===== src/rtl/fetch_unit.sv =====
// fetch_unit: instruction-fetch stage between the program counter and decode.
// Reads 1- or 2-byte instructions at the counter's current value over a
// req/ack memory port, hands them to decode over valid/ready, and steers the
// counter through its load/load_val inputs (hold, advance or jump).
//
// Ports:
//   clk, reset              clock, synchronous active-high reset
//   pc                      current counter value (fetch address)
//   pc_load, pc_load_val    counter control: load=0 lets the counter increment
//   mem_req, mem_addr       memory read request, address (always pc)
//   mem_ack, mem_rdata      read data valid this cycle, read data
//   zero_flag               ALU zero flag, looked at when JZ is handed off
//   ir, imm, ir_valid       instruction byte, immediate byte, valid to decode
//   ir_ready                decode accepts this cycle
//   halted                  HLT issued; sticky until reset
//
// state      | meaning
// -----------+-------------------------------------------------------------
// FETCH      | request opcode byte at pc; advance pc on ack
// FETCH_IMM  | request immediate byte of JMP/JZ at pc; advance pc on ack
// ISSUE      | present ir/imm to decode; jump or hold pc on handshake
// HALT       | HLT retired; pc frozen, no requests until reset

module fetch_unit #(
  parameter logic [3:0] JMP_OP = 4'hF,
  parameter logic [3:0] JZ_OP  = 4'hE,
  parameter logic [3:0] HLT_OP = 4'h0
) (
  input  logic       clk,
  input  logic       reset,
  input  logic [7:0] pc,
  output logic       pc_load,
  output logic [7:0] pc_load_val,
  output logic       mem_req,
  output logic [7:0] mem_addr,
  input  logic       mem_ack,
  input  logic [7:0] mem_rdata,
  input  logic       zero_flag,
  output logic [7:0] ir,
  output logic [7:0] imm,
  output logic       ir_valid,
  input  logic       ir_ready,
  output logic       halted
);

  typedef enum logic [1:0] {
    S_FETCH     = 2'd0,
    S_FETCH_IMM = 2'd1,
    S_ISSUE     = 2'd2,
    S_HALT      = 2'd3
  } state_t;

  state_t     state_q, state_d;
  logic [7:0] ir_q, ir_d;
  logic [7:0] imm_q, imm_d;

  logic [3:0] rdata_op;
  logic [3:0] ir_op;
  logic       rdata_two_byte;
  logic       take_jump;
  logic       is_halt;

  assign rdata_op       = mem_rdata[7:4];
  assign ir_op          = ir_q[7:4];
  assign rdata_two_byte = (rdata_op == JMP_OP) || (rdata_op == JZ_OP);
  assign take_jump      = (ir_op == JMP_OP) || ((ir_op == JZ_OP) && zero_flag);
  // Only HLT with a zero operand halts; other operands fall through as no-ops.
  assign is_halt        = (ir_op == HLT_OP) && (ir_q[3:0] == 4'h0);

  // State register
  always_ff @(posedge clk) begin
    if (reset) begin
      state_q <= S_FETCH;
      ir_q    <= 8'h00;
      imm_q   <= 8'h00;
    end else begin
      state_q <= state_d;
      ir_q    <= ir_d;
      imm_q   <= imm_d;
    end
  end

  // Next-state and datapath capture
  always_comb begin
    state_d = state_q;
    ir_d    = ir_q;
    imm_d   = imm_q;
    case (state_q)
      S_FETCH: begin
        if (mem_ack) begin
          ir_d    = mem_rdata;
          imm_d   = 8'h00;
          state_d = rdata_two_byte ? S_FETCH_IMM : S_ISSUE;
        end
      end
      S_FETCH_IMM: begin
        if (mem_ack) begin
          imm_d   = mem_rdata;
          state_d = S_ISSUE;
        end
      end
      S_ISSUE: begin
        if (ir_ready) begin
          state_d = is_halt ? S_HALT : S_FETCH;
        end
      end
      S_HALT: state_d = S_HALT;
      default: state_d = S_FETCH;
    endcase
  end

  // Outputs; pc hold is the default everywhere
  always_comb begin
    pc_load     = 1'b1;
    pc_load_val = pc;
    mem_req     = 1'b0;
    ir_valid    = 1'b0;
    halted      = 1'b0;
    case (state_q)
      S_FETCH, S_FETCH_IMM: begin
        mem_req = 1'b1;
        if (mem_ack) begin
          pc_load = 1'b0;
        end
      end
      S_ISSUE: begin
        ir_valid = 1'b1;
        if (ir_ready && take_jump) begin
          pc_load_val = imm_q;
        end
      end
      S_HALT: halted = 1'b1;
      default: ;
    endcase
    // Reset forces the counter to 0 so the first FETCH after reset reads 0.
    if (reset) begin
      mem_req     = 1'b0;
      pc_load     = 1'b1;
      pc_load_val = 8'h00;
    end
  end

  assign mem_addr = pc;
  assign ir       = ir_q;
  assign imm      = imm_q;

endmodule


===== config.mk =====
export PLATFORM = sky130hd
export DESIGN_NAME = fetch_unit
export DESIGN_NICKNAME = d
export VERILOG_FILES = /design/src/rtl/fetch_unit.sv
export SDC_FILE = /design/constraint.sdc
export NUM_CORES = 1
export LEC_CHECK = 0
export CAP_MARGIN = 20
export CORE_ASPECT_RATIO = 0.8
export CORE_MARGIN = 4
export CORE_UTILIZATION = 41
export DETAILED_ROUTE_END_ITERATION = 12
export PLACE_DENSITY = 0.9
export SKIP_LAST_GASP = 1
export SYNTH_ARGS = -nofsm -noshare
export SYNTH_HDL_FRONTEND = slang
export SYNTH_SLANG_ARGS = --single-unit
export TNS_END_PERCENT = 50

===== constraint.sdc =====
create_clock -name clk -period 1.7 [get_ports clk]
set_input_delay 0.17 -clock clk [delete_from_list [all_inputs] [get_ports clk]]
set_output_delay 0.17 -clock clk [all_outputs]
set_load 0.01 [all_outputs]

==> results.md <==
- Run status: complete, but fails checks
- Failing checks: negative setup slack
- Core ar.: 2250 um^2
- Clock power frac: 23.7%
- Fraction of layout cells with a size suffix above 1: 26.1%
- Post-Syn Instances: 125
- Mapped Nets: 146
- CTS tree: built
- NumNets Final: 210
- Remaining routing DRC violations: 0
- N_diodes: 0
- VDD IR max: 0.000433 V
- Met3 Usage GRT: 6.44%
- Combinational power share: 34.8%
- Yosys top cell area share: 35.6%
- Netlist cell types: 28
- CP Class: reg -> out
- CTS sink count: 18
- Die Wd: 63.6 um
- Root buffer cell: clkbuf_4
- CTS Hold Bufs: 0
- Worst Setup End Kind: output port
- Startpoint Class: flop
- Syn Area/Cell: 8.10 um^2
- Skew-Pair Late Insertion Delay: 0.29 ns
- Top area cells in the synthesized netlist: dfxtp_1, a21oi_1, mux2i_1, buf_4, o31ai_1
- Leak Pwr: 0.665 nW
- Sequential area share after synthesis: 35.6%
- Routed Antenna Nets: 0
- Min-Delay Startpoint: ir_ready
- Final Util: 78.0%
- Worst Path Required: 1.53 ns
- Initial antenna violation count: 0
- Drt wl/cell: 17.8 um
- GR peak layer: met2
- Final period utilization: 101%
- Cell Rows: 15
- Internal Power: 0.780 mW
- CTS H-Tree Depth: 1
- IO Count: 57
- First-pass GRT wire length: 5600 um
- Crit path DAT: 1.56 ns
- M1 GR Usage: 25.4%
- Count of final hold-check violations: 0
- Sw Share: 30.1%
- Area Growth Syn to Fin: 73.5%
- Number of global-route vias before repair: 1,210
- Post-synth top area cell: dfxtp_1
- R2R setup slack: 0.33 ns
- WHS Endpoint: state_q[0]
- Worst-path fanout max: 8
- Clock Skew: 0.00262 ns
- DRT iter0 DRCs: 53
- YS warnings: 0
- Fin. max-slew vios: 0
- Largest net degree at the start of global routing: 15
- GR met2 Demand/Resource: 38.0%
- Clock buffer count from CTS: 3
- Sw Pwr: 0.335 mW
- Worst-margin pin slew: 0.334 ns
- Clk pin slew, worst setup/hold paths: 0.10 ns
- Final Worst Setup Slack: -0.0254 ns
- Mapped Area: 1010 um^2
- Initial core utilization: 44.9%
- Die height: 52.4 um
- Number of cells on the worst hold path: 3
- Routed vias/inst: 5.72
- Final setup fails: 4
- DR vias: 1,219
- Clock Tree Buf Depth: 2
- Sequential Power Share: 41.5%
- DIE AREA: 3330 um^2
- Hold Crit Class: in -> reg
- Grt ovf: 0
- Fmax: 580 MHz
- PortBufs: 56
- Min Tclk post-route: 1.73 ns
- Pwr per Cell Area: 635 nW/um^2
- Final Routed Wirelength: 3790 um
- Tot GR Track Use: 21.4%
- Max_cap viols: 0
- Worst R2R Path Depth: 5
- Hold slack: 0.429 ns
- Placer Congestion: 0.905
- R2r startpoint: ir[7]
- DP HPWL: 2790 um
- Flop and latch count out of synthesis: 18
- RR Endpoint: state_q[0]
- RSZ-0062 raised after global routing: true
- TritonRoute pass-1 iters: 4
- Relative slew slack: 77.7%
==> routing by layer <==
layer / routed length, um / share of wire, % / up-vias
met1: 1610 / 42 / 567
met5: 0 / 0 / -
li1: - / - / 579
met4: 61 / 1.6 / 0
met2: 1880 / 50 / 67
met3: 244 / 6.4 / 6
==> power groups by stage <==
stage | Clock (mW) | Sequential, mW | Combinational, mW
3_5_place_dp | 0 | 0.469 | 0.363
4_1_cts | 0.266 | 0.462 | 0.367
3_3_place_gp | 0 | 0.468 | 0.354
6_report | 0.265 | 0.463 | 0.388
2_1_floorplan | 0 | 0.480 | 0.150
5_1_grt | 0.286 | 0.465 | 0.411
==> worst max-delay path, stage by stage (launching register included) <==
cell	delay, ns
dfxtp_2	0.37
nand4_1	0.12
buf_6	0.17
o31ai_4	0.23
a21oi_1	0.12
clkdlybuf4s15_1	0.25
==> through the flow <==
| stage | cell area, um^2 | setup slack [ns] | TNS, ns | std cells | total power, mW |
|---|---|---|---|---|---|
| global route | 1760 | -0.0739 | -0.379 | 213 | 1.16 |
| detailed placement | 1650 | -0.447 | -3.13 | 207 | 0.831 |
| global placement | 1650 | -0.333 | -2.57 | 207 | 0.821 |
| floorplan | 1010 | 0.431 | 0 | 125 | 0.630 |
| CTS | 1720 | -0.0427 | -0.262 | 211 | 1.10 |
| finish | 1760 | -0.0254 | -0.0720 | 213 | 1.12 |
==> worst max-delay path by stage <==
| stage | startpoint | end | slack, ns | cells after the start |
|---|---|---|---|---|
| floorplan | ir[4] | pc_load_val[0] | 0.43 | 4 |
| global placement | ir_ready | pc_load_val[0] | -0.33 | 5 |
| detailed placement | ir_ready | pc_load_val[1] | -0.45 | 5 |
| CTS | ir[5] | pc_load_val[7] | -0.04 | 5 |
| global route | ir[6] | pc_load_val[4] | -0.07 | 5 |
| finish | ir[6] | pc_load_val[4] | -0.03 | 5 |
==> synth_stat cells, drive strengths merged <==
| master | number |
|---|---|
| nor4 | 1 |
| dfxtp | 18 |
| mux2i | 8 |
| nand2 | 8 |
| nor3b | 1 |
| and4 | 1 |
| inv | 2 |
| a221oi | 1 |
| nand3 | 8 |
| nor2 | 12 |
| a211oi | 1 |
| nor4b | 1 |
| a21o | 1 |
| a31oi | 1 |
| nand4b | 1 |
| clkbuf | 2 |
| nand4 | 9 |
| buf | 16 |
| a21oi | 18 |
| nor2b | 1 |
| nand2b | 3 |
| or2 | 1 |
| o31ai | 8 |
| and2 | 1 |
| a41o | 1 |
==> placed cells by master, fill, tap and decap left out, types with 2 or more instances in the layout <==
cell             count
nand2b_1             2
clkdlybuf4s15_1      3
dfxtp_2              3
clkdlybuf4s50_1     47
buf_4               19
o31ai_4              2
clkbuf_4             3
mux2i_1              8
nand4_1              9
clkbuf_2             3
o31ai_2              6
dfxtp_1             14
buf_2                2
nand2_1              8
nor2_1              12
a21oi_1             17
nand3_1              8
==> layout make-up <==
cell class              count  area [um^2]
fillers                   162          495
repair buffers             77          708
multi-input cells          87          603
inverters                   2         10.0
clock buffers               4         36.3
flip-flops and latches     18          368
well taps                  25         31.3
==> logic make-up (layout without fill, tap and decap cells) <==
group / count (synthesis) / in the layout / synth area share [%]
multiplexers: 8 / 8 / 7.91
buffers and inverters: 20 / 83 / 11.9
AO/OA/AOI/OAI: 31 / 31 / 19.4
AND/OR/NAND/NOR: 48 / 48 / 25.2
flip-flops: 18 / 18 / 35.6
==> registers in the layout, indices dropped and copies added (netlist names) <==
register / flops
imm: 8
state_q: 2
ir: 8
==> timing repair <==
item	in CTS	in global routing
endpoints found under the setup margin	11	11
pin swaps	0	3
buffers inserted	0	2
resized for setup	25	20
cloned	0	0
Power figures use the tool's default switching activity.
